[config.mk]
export PLATFORM = sky130hd
export DESIGN_NAME = param_alu
export DESIGN_NICKNAME = d
export VERILOG_FILES = /design/src/rtl/param_alu.sv
export SDC_FILE = /design/constraint.sdc
export NUM_CORES = 1
export LEC_CHECK = 0
export ABC_AREA = 1
export CORE_MARGIN = 2
export CORE_UTILIZATION = 40
export CTS_BUF_LIST = sky130_fd_sc_hd__clkbuf_4 sky130_fd_sc_hd__clkbuf_8
export CTS_CLUSTER_DIAMETER = 60
export DETAILED_ROUTE_END_ITERATION = 10
export GPL_TIMING_DRIVEN = 1
export PLACE_DENSITY = 0.69
export SLEW_MARGIN = 5
export SYNTH_ARGS = -nofsm -noshare
export SYNTH_HDL_FRONTEND = slang
export SYNTH_SLANG_ARGS = --single-unit
[constraint.sdc]
create_clock -name clk -period 5 [get_ports clk]
set_input_delay 1.25 -clock clk [delete_from_list [all_inputs] [get_ports clk]]
set_output_delay 1.25 -clock clk [all_outputs]
set_load 0.01 [all_outputs]
[src/rtl/param_alu.sv]
// param_alu: WIDTH-bit accumulator ALU with V/C/N/Z flags,
// carry chaining and a serial shift-add multiplier.
module param_alu #(
  parameter  int WIDTH = 8,
  localparam int CNT_W = $clog2(WIDTH) + 1
) (
  input  logic             clk,
  input  logic             rst_n,
  input  logic             op_valid,
  output logic             op_ready,
  input  logic [3:0]       opcode,
  input  logic [WIDTH-1:0] data_in,
  output logic [WIDTH-1:0] data_out,
  output logic [3:0]       status,
  output logic             busy
);

  localparam logic [3:0] OP_LOAD = 4'h1;
  localparam logic [3:0] OP_ADD  = 4'h2;
  localparam logic [3:0] OP_SUB  = 4'h3;
  localparam logic [3:0] OP_ADC  = 4'h4;
  localparam logic [3:0] OP_SBB  = 4'h5;
  localparam logic [3:0] OP_AND  = 4'h6;
  localparam logic [3:0] OP_OR   = 4'h7;
  localparam logic [3:0] OP_XOR  = 4'h8;
  localparam logic [3:0] OP_NOT  = 4'h9;
  localparam logic [3:0] OP_SHL  = 4'hA;
  localparam logic [3:0] OP_SHR  = 4'hB;
  localparam logic [3:0] OP_MUL  = 4'hC;
  localparam logic [3:0] OP_RDHI = 4'hD;
  localparam logic [3:0] OP_ZERO = 4'hE;
  localparam logic [3:0] OP_STAT = 4'hF;

  typedef enum logic {
    S_IDLE,
    S_MUL
  } state_t;

  state_t             state_q;
  logic [WIDTH-1:0]   accum_q;
  logic [WIDTH-1:0]   hi_q;
  logic [3:0]         status_q;
  logic               show_q;
  logic [CNT_W-1:0]   cnt_q;
  logic [WIDTH-1:0]   mcand_q;
  logic [2*WIDTH-1:0] prod_q;

  logic               accept;
  logic               cin;
  logic               big;
  logic               wr;
  logic               c_n;
  logic               v_n;
  logic [WIDTH-1:0]   res;
  logic [WIDTH:0]     add_w;
  logic [WIDTH:0]     sub_w;
  logic [WIDTH:0]     step_w;
  logic [2*WIDTH-1:0] shl_w;
  logic [2*WIDTH-1:0] shr_w;
  logic [2*WIDTH-1:0] prod_d;

  assign busy     = (state_q == S_MUL);
  assign op_ready = !busy;
  assign accept   = op_valid & op_ready;
  assign status   = status_q;
  assign data_out = show_q ? {{(WIDTH-4){1'b0}}, status_q} : accum_q;

  // multiplier lives in prod_q low half and drains one bit per step
  assign step_w = {1'b0, prod_q[2*WIDTH-1:WIDTH]}
                + (prod_q[0] ? {1'b0, mcand_q} : '0);
  assign prod_d = {step_w, prod_q[WIDTH-1:1]};

  always_comb begin
    cin   = status_q[2] & ((opcode == OP_ADC) || (opcode == OP_SBB));
    add_w = {1'b0, accum_q} + {1'b0, data_in} + {{WIDTH{1'b0}}, cin};
    sub_w = {1'b0, accum_q} - {1'b0, data_in} - {{WIDTH{1'b0}}, cin};
    shl_w = {{WIDTH{1'b0}}, accum_q} << data_in;
    shr_w = {accum_q, {WIDTH{1'b0}}} >> data_in;
    big   = data_in > WIDTH'(WIDTH);
    res   = accum_q;
    c_n   = 1'b0;
    v_n   = 1'b0;
    wr    = 1'b0;
    unique case (1'b1)
      opcode == OP_LOAD: begin
        res = data_in;
        wr  = 1'b1;
      end
      (opcode == OP_ADD) || (opcode == OP_ADC): begin
        res = add_w[WIDTH-1:0];
        c_n = add_w[WIDTH];
        v_n = (accum_q[WIDTH-1] == data_in[WIDTH-1])
           && (res[WIDTH-1] != accum_q[WIDTH-1]);
        wr  = 1'b1;
      end
      (opcode == OP_SUB) || (opcode == OP_SBB): begin
        res = sub_w[WIDTH-1:0];
        c_n = sub_w[WIDTH];
        v_n = (accum_q[WIDTH-1] != data_in[WIDTH-1])
           && (res[WIDTH-1] != accum_q[WIDTH-1]);
        wr  = 1'b1;
      end
      opcode == OP_AND: begin
        res = accum_q & data_in;
        wr  = 1'b1;
      end
      opcode == OP_OR: begin
        res = accum_q | data_in;
        wr  = 1'b1;
      end
      opcode == OP_XOR: begin
        res = accum_q ^ data_in;
        wr  = 1'b1;
      end
      opcode == OP_NOT: begin
        res = ~accum_q;
        wr  = 1'b1;
      end
      opcode == OP_SHL: begin
        res = big ? '0 : shl_w[WIDTH-1:0];
        c_n = !big & shl_w[WIDTH];
        wr  = 1'b1;
      end
      opcode == OP_SHR: begin
        res = big ? '0 : shr_w[2*WIDTH-1:WIDTH];
        c_n = !big & shr_w[WIDTH-1];
        wr  = 1'b1;
      end
      default: ;
    endcase
  end

  always_ff @(posedge clk or negedge rst_n) begin
    if (!rst_n) begin
      state_q  <= S_IDLE;
      accum_q  <= '0;
      hi_q     <= '0;
      status_q <= '0;
      show_q   <= 1'b0;
      cnt_q    <= '0;
      mcand_q  <= '0;
      prod_q   <= '0;
    end else begin
      show_q <= accept && (opcode == OP_STAT);
      if (state_q == S_MUL) begin
        prod_q <= prod_d;
        cnt_q  <= cnt_q + CNT_W'(1);
        if (cnt_q == CNT_W'(WIDTH - 1)) begin
          state_q  <= S_IDLE;
          accum_q  <= prod_d[WIDTH-1:0];
          hi_q     <= prod_d[2*WIDTH-1:WIDTH];
          status_q <= {1'b0, |prod_d[2*WIDTH-1:WIDTH],
                       prod_d[WIDTH-1], prod_d == '0};
        end
      end else if (accept) begin
        unique case (1'b1)
          opcode == OP_MUL: begin
            state_q <= S_MUL;
            cnt_q   <= '0;
            mcand_q <= accum_q;
            prod_q  <= {{WIDTH{1'b0}}, data_in};
          end
          opcode == OP_RDHI: begin
            accum_q  <= hi_q;
            status_q <= {status_q[3:2], hi_q[WIDTH-1], hi_q == '0};
          end
          opcode == OP_ZERO: begin
            accum_q  <= '0;
            status_q <= 4'b0001;
          end
          wr: begin
            accum_q  <= res;
            status_q <= {v_n, c_n, res[WIDTH-1], res == '0};
          end
          default: ;
        endcase
      end
    end
  end

endmodule
# Yosys cells after proc, flatten, opt, wreduce, memory -nomap -nowiden
# Index checks and enable logic that the tools add are counted.
dict set report totals {
  ff_bits 50
  input_bits 15
  out_inout_bits 14
}
dict set report op_classes {
  addsub 6
  n_lt_le_gt_ge 1
  eq_ne 22
  shifts 2
  mux 26
  bitwise_logic 9
  reduce_logical 22
}
# cell count
set ops {}
lappend ops {{$pmux W8 S9} 1}
lappend ops {{$mux W8} 7}
lappend ops {{$mux W16} 3}
lappend ops {{$eq A4 B4 Y1 const B} 8}
lappend ops {{$mux W4} 6}
lappend ops {{$pmux W8 S3} 1}
lappend ops {{$eq A4 B3 Y1 const B} 5}
lappend ops {{$add A8 B8 Y9} 2}
lappend ops {{$logic_not A16 Y1} 1}
lappend ops {{$logic_not A8 Y1} 2}
lappend ops {{$shr A16 B8 Y16} 1}
lappend ops {{$pmux W4 S3} 1}
lappend ops {{$add A9 B1 Y9} 1}
lappend ops {{$reduce_or A9 Y1} 1}
lappend ops {{$shl A8 B8 Y9} 1}
lappend ops {{$sub A8 B8 Y9} 1}
lappend ops {{$sub A9 B1 Y9} 1}
lappend ops {{$and A8 B8 Y8} 1}
lappend ops {{$eq A4 B2 Y1 const B} 2}
lappend ops {{$gt A8 B4 Y1 const B} 1}
lappend ops {{$not A8 Y8} 1}
lappend ops {{$or A8 B8 Y8} 1}
lappend ops {{$reduce_or A8 Y1} 1}
lappend ops {{$xor A8 B8 Y8} 1}
lappend ops {{other kinds (20)} 37}

# Longest topological paths before layout
# Gate-level depths: netlist (run 1).
dict set report logic_depth {
  depth_word 10
  depth_mapped 21
}

# Least setup slack after synthesis (run 1)
# Ideal clock, no wire load.
dict set report synth_path {
  path_type {in2reg}
  from {input opcode[2]}
  to {register status_q[0] (netlist: status[0])}
  arrival_time_ns 3.370
  required_ns 4.927
  slack_ns 1.557
  cell_stages 18
  path_buffers 0
  path_cell_list {inv_2 nor2_1 nand3_1 fa_1 fa_1 nor2_1 nor2_1 nor2_1 nand2_1 nand3_1 nand4_1 a21oi_1 nand2_1 nor2_1 nand4_1 nand2_1 nand2_1 a21oi_2}
}
dict set report synth_between {
  elab_chain_cells 9
  elab_cells_between_ends 28
  classes_between {add/sub (2); eq/ne (13); mux (5); bitwise (1); reduce/logical (7)}
}
# element line_no
set synth_lines {}
lappend synth_lines {{from (decl)} 11} ;# input logic [3:0] opcode,
lappend synth_lines {{$eq A4 B3 Y1, on equally long branches} {74, 89, 96}}
lappend synth_lines {{$logic_or A1 B1 Y1} 74} ;# cin = status_q[2] & ((opcode == OP_ADC) || (opcode == OP_SBB));
lappend synth_lines {{$and A1 B1 Y1} 74}
lappend synth_lines {{$sub A9 B1 Y9 or $add A9 B1 Y9 (tied branches)} {76, 75}}
lappend synth_lines {{$pmux W8 S9} 84} ;# unique case (1'b1)
lappend synth_lines {{$logic_not A8 Y1} 173} ;# status_q <= {v_n, c_n, res[WIDTH-1], res == '0};
lappend synth_lines {{$pmux W4 S3} 156} ;# unique case (1'b1)
lappend synth_lines {{$mux W4} 155} ;# end else if (accept) begin
lappend synth_lines {{$mux W4} 145} ;# if (state_q == S_MUL) begin
lappend synth_lines {{to (signal assigned)} 152} ;# status_q <= {1'b0, |prod_d[2*WIDTH-1:WIDTH],
lappend synth_lines {{to (signal assigned)} 165} ;# status_q <= {status_q[3:2], hi_q[WIDTH-1], hi_q == '0};
lappend synth_lines {{to (signal assigned)} 173}
lappend synth_lines {{to (decl)} 42} ;# logic [3:0] status_q;
# Several ways; a longest one is shown, not always the timed one. The select of a mux whose other input is x is not followed.
# A chain may end at the register's enable or synchronous reset.

# Final worst setup path (run 1)
# Same ends and word-level chain as after synthesis.

==> flow_summary_export.csv, run 1 <==
group,metric,value,unit
status,outcome,"complete, but fails checks",
status,violations,"DRC",
placed_design,dp_slack,0.571,ns
setup_path,critical-path-max-stage-delay,0.54,ns
floorplan,fp.dieW,113,µm
timing,timing.final.crit_share,0.836,
setup_path,cpMostUsedCell,"nand2_1",
global_route,antenna_found_initial,0,
timing,setup_viol,0,
timing,final.setup.tns,0,ns
floorplan,die_area,12800,µm²
power_and_ir_drop,ir_drop,0.442,mV
setup_path,crit_family,"simple AND/OR/NAND/NOR gates",
floorplan,io_pins,29,
setup_path,critPathKind,"in2reg",
cells_and_area,finalNetCount,802,
timing,holdWs,0.497,ns
detailed_routing,ant_nets,0,
synth,yosys.area.top_type,"dfrtp_1",
timing,skew,0.00734,ns
clock_network,cts_resized,0,
detailed_routing,first_pass_iters,8,
setup_path,cp_slowest_cell,"clkdlybuf4s50_1",
detailed_routing,viasPerCell,5.79,
synth,synth_area,4750,µm²
clock_network,cts_tree,"yes",
setup_path,endpoint_kind,"flop",
clock_network,cts_setup_buffers,0,
floorplan,dieHeight,113,µm
synth,synth_seq_cells,49,
setup_path,crit_buf_inv,3,
timing,worstMarginPinSlew,1.08,ns
synth,synth_top_area_share,0.258,
synth,synth.area.top_cells,"dfrtp_1, nand2_1, ha_1",
floorplan,initial_core_util,0.413,
global_route,grt_max_degree,50,
cells_and_area,syn2layout_area_growth,10.3,%
floorplan,coreArea,11500,µm²
cells_and_area,drive_above_1_share,0.0565,
global_route,grt_use_total,0.252,
synth,synth-edff-count,0,
worst_hold_path,hp-class,"reg2reg",
placed_design,gp_congestion,0.973,
global_route,grt_overflow,0,
timing,maxSlewViolCount,0,
clock_network,cts.hold.buffers_added,0,
flow_run,maxCapViolCount,0,
clock_network,cts_buffers,5,
synth,yosysSeqAreaShare,0.258,
placed_design,hpwl,11900,µm
detailed_routing,drt_iter0_drc,556,
clock_network,h-tree-depth,2,
global_route,grt_first_pass_wirelength,25600,µm
power_and_ir_drop,p_leak,0.00255,µW
synth,async_flop_share,1.00,
power_and_ir_drop,powerDensity,490,nW/µm²
setup_path,crit_path_max_fanout,4,
global_route,grt_pass1_vias,4786,
timing,rsz0062_at_grt,"no",
synth,yosys_warnings,0,
clock_network,clock_sinks,49,
clock_network,clkTransAtPathRegs,0.09,ns
setup_path,crit_chain,"clkdlybuf4s50_1 -> inv_2 -> nor2_1 -> nand3_1 -> inv_1 -> fa_1 -> ha_1 -> o21ai_0 -> nand2_1 -> nand2_1 -> nand3_1 -> nand3_1 -> nand2_1 -> nor2_1 -> nand3_1 -> a21oi_1 -> nand4_1 -> nand2_1 -> nand2_1 -> a21oi_2",
clock_network,root_buffer,"clkbuf_8",
timing,hold_viol_final,0,
floorplan,rows,39,
detailed_routing,drt_wl_total,15700,µm
synth,yosysMostFrequentCell,"nand2_1",
synth,syn_inst,724,
setup_path,cp_data_required_time,5.24,ns
placed_design,port_buffers,28,
synth,synth_nets,783,
clock_network,clockBufferDepth,2,
timing,max_freq,239,MHz
timing,fin_ws,0.818,ns
synth,syn-mean-instance-area,6.56,µm²
synth,synth_cell_types,41,
detailed_routing,drc,1,
timing,fin_crit,4.18,ns
synth,synth_top_cells_by_count,"nand2_1, nand3_1, inv_1",
clock_network,clkLatencyLatePin,0.30,ns
timing,slew-limit-headroom,0.282,
setup_path,worstPathArrival,4.42,ns
synth,synthFlopType,"dfrtp_1",
cells_and_area,antenna_cells,0,
setup_path,cp-start-kind,"input port",
detailed_routing,post_drt_wl_per_cell,17.7,µm
detailed_routing,num_vias,5134,
report_power, final:
part	leakage, µW	total [µW]	internal (µW)	switching [µW]
Combinational	0.00187	1560	577	979
Sequential	0.000627	772	550	222
Clock	0.0000477	240	115	124
metal layers:
metal | track usage | wire length, µm
met5 | 0 | 0
met3 | 0.0300 | 1140
met4 | 0.0715 | 405
met2 | 0.373 | 6740
met1 | 0.385 | 7360
state kept, by name (all words and copies together), names as in the netlist:
name	cells
mcand_q	8
busy	1
status	3
show_q	1
cnt_q	4
prod_q	16
hi_q	8
accum_q	8
worst paths after layout:
path                       startpoint    endpoint  slack (ns)  depth (start not counted)
max                         opcode[2]   status[0]        0.82                         20
max reg2reg                accum_q[5]   status[0]        1.92                         16
min reg2reg                mcand_q[2]  mcand_q[2]        0.50                          2
max in group asynchronous       rst_n   status[3]        3.19                          1
min in group asynchronous       rst_n  prod_q[10]        1.13                          1
min                        mcand_q[2]  mcand_q[2]        0.50                          2
layout make-up:
type | count | area [µm²]
Clock buffer | 7 | 90.1
Fill cell | 1197 | 6270
Inverter | 77 | 292
Multi-Input combinational cell | 576 | 3140
Sequential cell | 49 | 1230
Tap cell | 143 | 179
Timing Repair Buffer | 34 | 320
worst min-delay path: cells and delay by family (launching register included):
kind            cells  cell delay, ns
flops               1            0.35
compound gates      1            0.06
simple gates        1            0.05
logic make-up (layout without fill, tap and decap cells):
kind of cell,after synthesis,count (layout),share of synthesized area
AOI/OAI and AO/OA,128,128,0.160
xor gates and xnor gates,8,8,0.0147
adders and majority gates,44,44,0.124
buffers and inverters,99,118,0.0821
DFF,49,49,0.258
and+or+nand+nor,396,396,0.362
cell usage in the layout (no fill, tap or decap), types with 2 or more instances in the layout:
cell type        instances
nor3_1                   6
ha_1                    39
o2111ai_1                4
o21ai_2                  2
a21oi_1                 42
fa_1                     5
o21ai_1                  3
o211ai_1                10
nor2_1                  50
nand2_1                222
xor2_1                   5
o21ai_0                 46
clkdlybuf4s50_1         27
buf_4                    6
nand3_1                 73
clkbuf_8                 6
nor2_2                   4
dfrtp_1                 49
nor4_1                   5
xnor2_1                  3
inv_2                   10
a31oi_1                 10
nor2_4                   2
nand4_1                 28
o21a_1                   2
nand2_2                  2
inv_1                   66
metrics by stage:
stage	instance area, µm²	total power [µW]	util	cells
CTS	5240	2540	0.455	886
floorplan	4750	1770	-	724
global placement	5150	2270	0.447	879
global route	5240	2810	0.455	886
finish	5240	2570	0.455	886
detailed placement	5150	2300	0.447	879
(Power assumes the default switching activity.)
==> run 2, diff against run 1 <==
==> constraint.sdc (replaced) <==
create_clock -name clk -period 4.05 [get_ports clk]
set_input_delay 1.0125 -clock clk [delete_from_list [all_inputs] [get_ports clk]]
set_output_delay 1.0125 -clock clk [all_outputs]
set_load 0.01 [all_outputs]
==> run 2 against run 1 <==
  * The flow still finishes with violations (DRC)
  * Clock skew down 0.0044 ns
  * Critical path type unchanged
  * Worst hold slack improved by 0.0025 ns
  * Non-clock buffer count is 17 higher
  * Critical endpoint unchanged
  * Critical path depth fell by 1
  * Utilization increased by 1.4 points
==> flow_summary_export.csv, run 2 (same netlist as run 1, synthesis figures left out) <==
group,metric,value,unit
detailed_routing,drc,1,
setup_path,crit_buf_inv,2,
timing,maxSlewViolCount,0,
setup_path,r2r-start,"accum_q[5]",
detailed_routing,viasPerCell,5.73,
floorplan,initial_core_util,0.413,
floorplan,die_area,12800,µm²
timing,max_freq,265,MHz
power_and_ir_drop,ir_drop,0.726,mV
global_route,antenna_found_initial,0,
worst_hold_path,hp-class,"reg2reg",
timing,worstMarginPinSlew,1.11,ns
power_and_ir_drop,combPwrFrac,0.596,
clock_network,root_buffer,"clkbuf_8",
global_route,grt_first_pass_wirelength,25000,µm
setup_path,reg2reg_depth,16,
global_route,grt_overflow,0,
detailed_routing,num_vias,5183,
clock_network,clkTransAtPathRegs,0.09,ns
setup_path,endpoint_kind,"flop",
setup_path,worstPathArrival,4.01,ns
power_and_ir_drop,p_leak,0.00264,µW
power_and_ir_drop,intPower,1640,µW
power_and_ir_drop,p_sw,1640,µW
worst_hold_path,min_to,"mcand_q[7]",
timing,final.setup.tns,0,ns
floorplan,io_pins,29,
flow_run,maxCapViolCount,0,
cells_and_area,largest-register,"prod_q",
timing,holdWs,0.500,ns
floorplan,rows,39,
power_and_ir_drop,powerDensity,607,nW/µm²
floorplan,fp.dieW,113,µm
clock_network,clock_sinks,49,
power_and_ir_drop,p_seq_frac,0.289,
worst_hold_path,min_path_cells,2,
cells_and_area,antenna_cells,0,
timing,slew-limit-headroom,0.259,
setup_path,critPathKind,"in2reg",
setup_path,crit_chain,"clkdlybuf4s50_1 -> inv_2 -> nor2_1 -> nand3_1 -> fa_1 -> fa_1 -> nor2_1 -> nor2_1 -> nor2_1 -> nand2_1 -> nand3_1 -> nand4_1 -> a21oi_1 -> nand2_1 -> nor2_1 -> nand4_1 -> nand2_1 -> nand2_1 -> a21oi_2",
global_route,grt_use_total,0.246,
timing,timing.final.crit_share,0.931,
clock_network,cts_resized,0,
setup_path,crit_family,"simple AND/OR/NAND/NOR gates",
setup_path,regToRegSetupSlack,1.17,ns
clock_network,clockBufferDepth,2,
placed_design,port_buffers,28,
cells_and_area,fin_cells,904,
status,outcome,"complete, but fails checks",
timing,hold_viol_final,0,
cells_and_area,syn2layout_area_growth,13.6,%
timing,fin_crit,3.77,ns
clock_network,cts_tree,"yes",
cells_and_area,final_cell_mix,"nand2_1, nand3_1, inv_1",
worst_hold_path,hp-start,"mcand_q[7]",
clock_network,clkLatencyLatePin,0.30,ns
setup_path,cp_data_required_time,4.29,ns
timing,rsz0062_at_grt,"no",
detailed_routing,drt_wl_total,15600,µm
clock_network,h-tree-depth,2,
power_and_ir_drop,clockPowerShare,0.115,
global_route,grt_pass1_vias,4835,
detailed_routing,first_pass_iters,8,
cells_and_area,final_common_cell,"nand2_1",
timing,setup_viol,0,
detailed_routing,ant_nets,0,
floorplan,dieHeight,113,µm
setup_path,cp_slowest_cell,"clkdlybuf4s50_1",
cells_and_area,finalNetCount,819,
detailed_routing,drt_iter0_drc,610,
placed_design,dp_cells,896,
cells_and_area,largest_reg_flops,16,
cells_and_area,fillCellCount,1199,
clock_network,cts_buffers,5,
status,violations,"DRC",
timing,skew,0.00294,ns
clock_network,cts_setup_buffers,0,
global_route,grt_max_degree,50,
detailed_routing,post_drt_wl_per_cell,17.2,µm
power_and_ir_drop,switching_share,0.501,
clock_network,cts.hold.buffers_added,0,
setup_path,crit_path_max_fanout,3,
setup_path,cpMostUsedCell,"nor2_1",
placed_design,gp_congestion,0.975,
setup_path,cp-start-kind,"input port",
setup_path,critical-path-max-stage-delay,0.50,ns
floorplan,coreArea,11500,µm²
setup_path,rr_endpoint,"status[0]",
placed_design,hpwl,11800,µm
cells_and_area,drive_above_1_share,0.0788,
run 2: cell types whose count changed in the layout (fill, tap and decap cells not counted):
cell       previous run  this run
o21ai_0              46        45
buf_4                 6        23
o21ai_1               3         4
bufinv_16             0         1
run 2: worst max-delay path by stage:
stage,start,end,slack [ns],cells after the start
floorplan,opcode[2],status[0],0.84,18
global placement,opcode[2],status[0],0.13,19
detailed placement,opcode[2],status[0],0.01,20
CTS,opcode[2],status[0],0.32,20
global route,opcode[2],status[0],0.007,19
finish,opcode[2],status[0],0.28,19
run 2: metrics by stage:
stage          power [µW]  setup slack (ns)  instance area [µm²]   util
6_report             3280             0.278                 5400  0.469
3_5_place_dp         2860            0.0107                 5280  0.458
5_1_grt              3560           0.00700                 5400  0.469
2_1_floorplan        2180             0.845                 4750      -
4_1_cts              3250             0.322                 5400  0.469
3_3_place_gp         2830             0.128                 5280  0.458
run 2: final cells by class:
| class | instances | area [µm²] | area share |
|---|---|---|---|
| Sequential cell | 49 | 1230 | 0.227 |
| Clock buffer | 7 | 90.1 | 0.0167 |
| Tap cell | 143 | 179 | 0.0331 |
| Multi-Input combinational cell | 576 | 3140 | 0.581 |
| Timing Repair Buffer | 51 | 448 | 0.0829 |
| Inverter | 77 | 292 | 0.0540 |
| Clock inverter | 1 | 30.0 | 0.00556 |
run 2: power groups by stage:
stage / sequential, µW / combinational (µW) / clock (µW)
5_1_grt: 971 / 2180 / 404
6_report: 947 / 1960 / 378
3_5_place_dp: 944 / 1910 / 0
2_1_floorplan: 819 / 1360 / 0
4_1_cts: 938 / 1930 / 378
3_3_place_gp: 939 / 1890 / 0
run 2: layer usage:
metal,GRT usage,part of all wire
met1,0.357,0.45
met2,0.380,0.45
met3,0.0391,0.084
met4,0.0707,0.020
met5,0,0
run 2: worst register-to-register path, cell delays in order, from the launching register on:
cell     delay [ns]
dfrtp_1        0.57
inv_1          0.25
ha_1           0.35
ha_1           0.37
nand2_1        0.09
or2_2          0.31
nand3_1        0.07
nand2_1        0.06
nand3_1        0.07
nand2_1        0.06
inv_1          0.06
nand3_1        0.11
nand2_1        0.10
nand4_1        0.10
nand2_1        0.07
nand2_1        0.06
a21oi_2        0.12
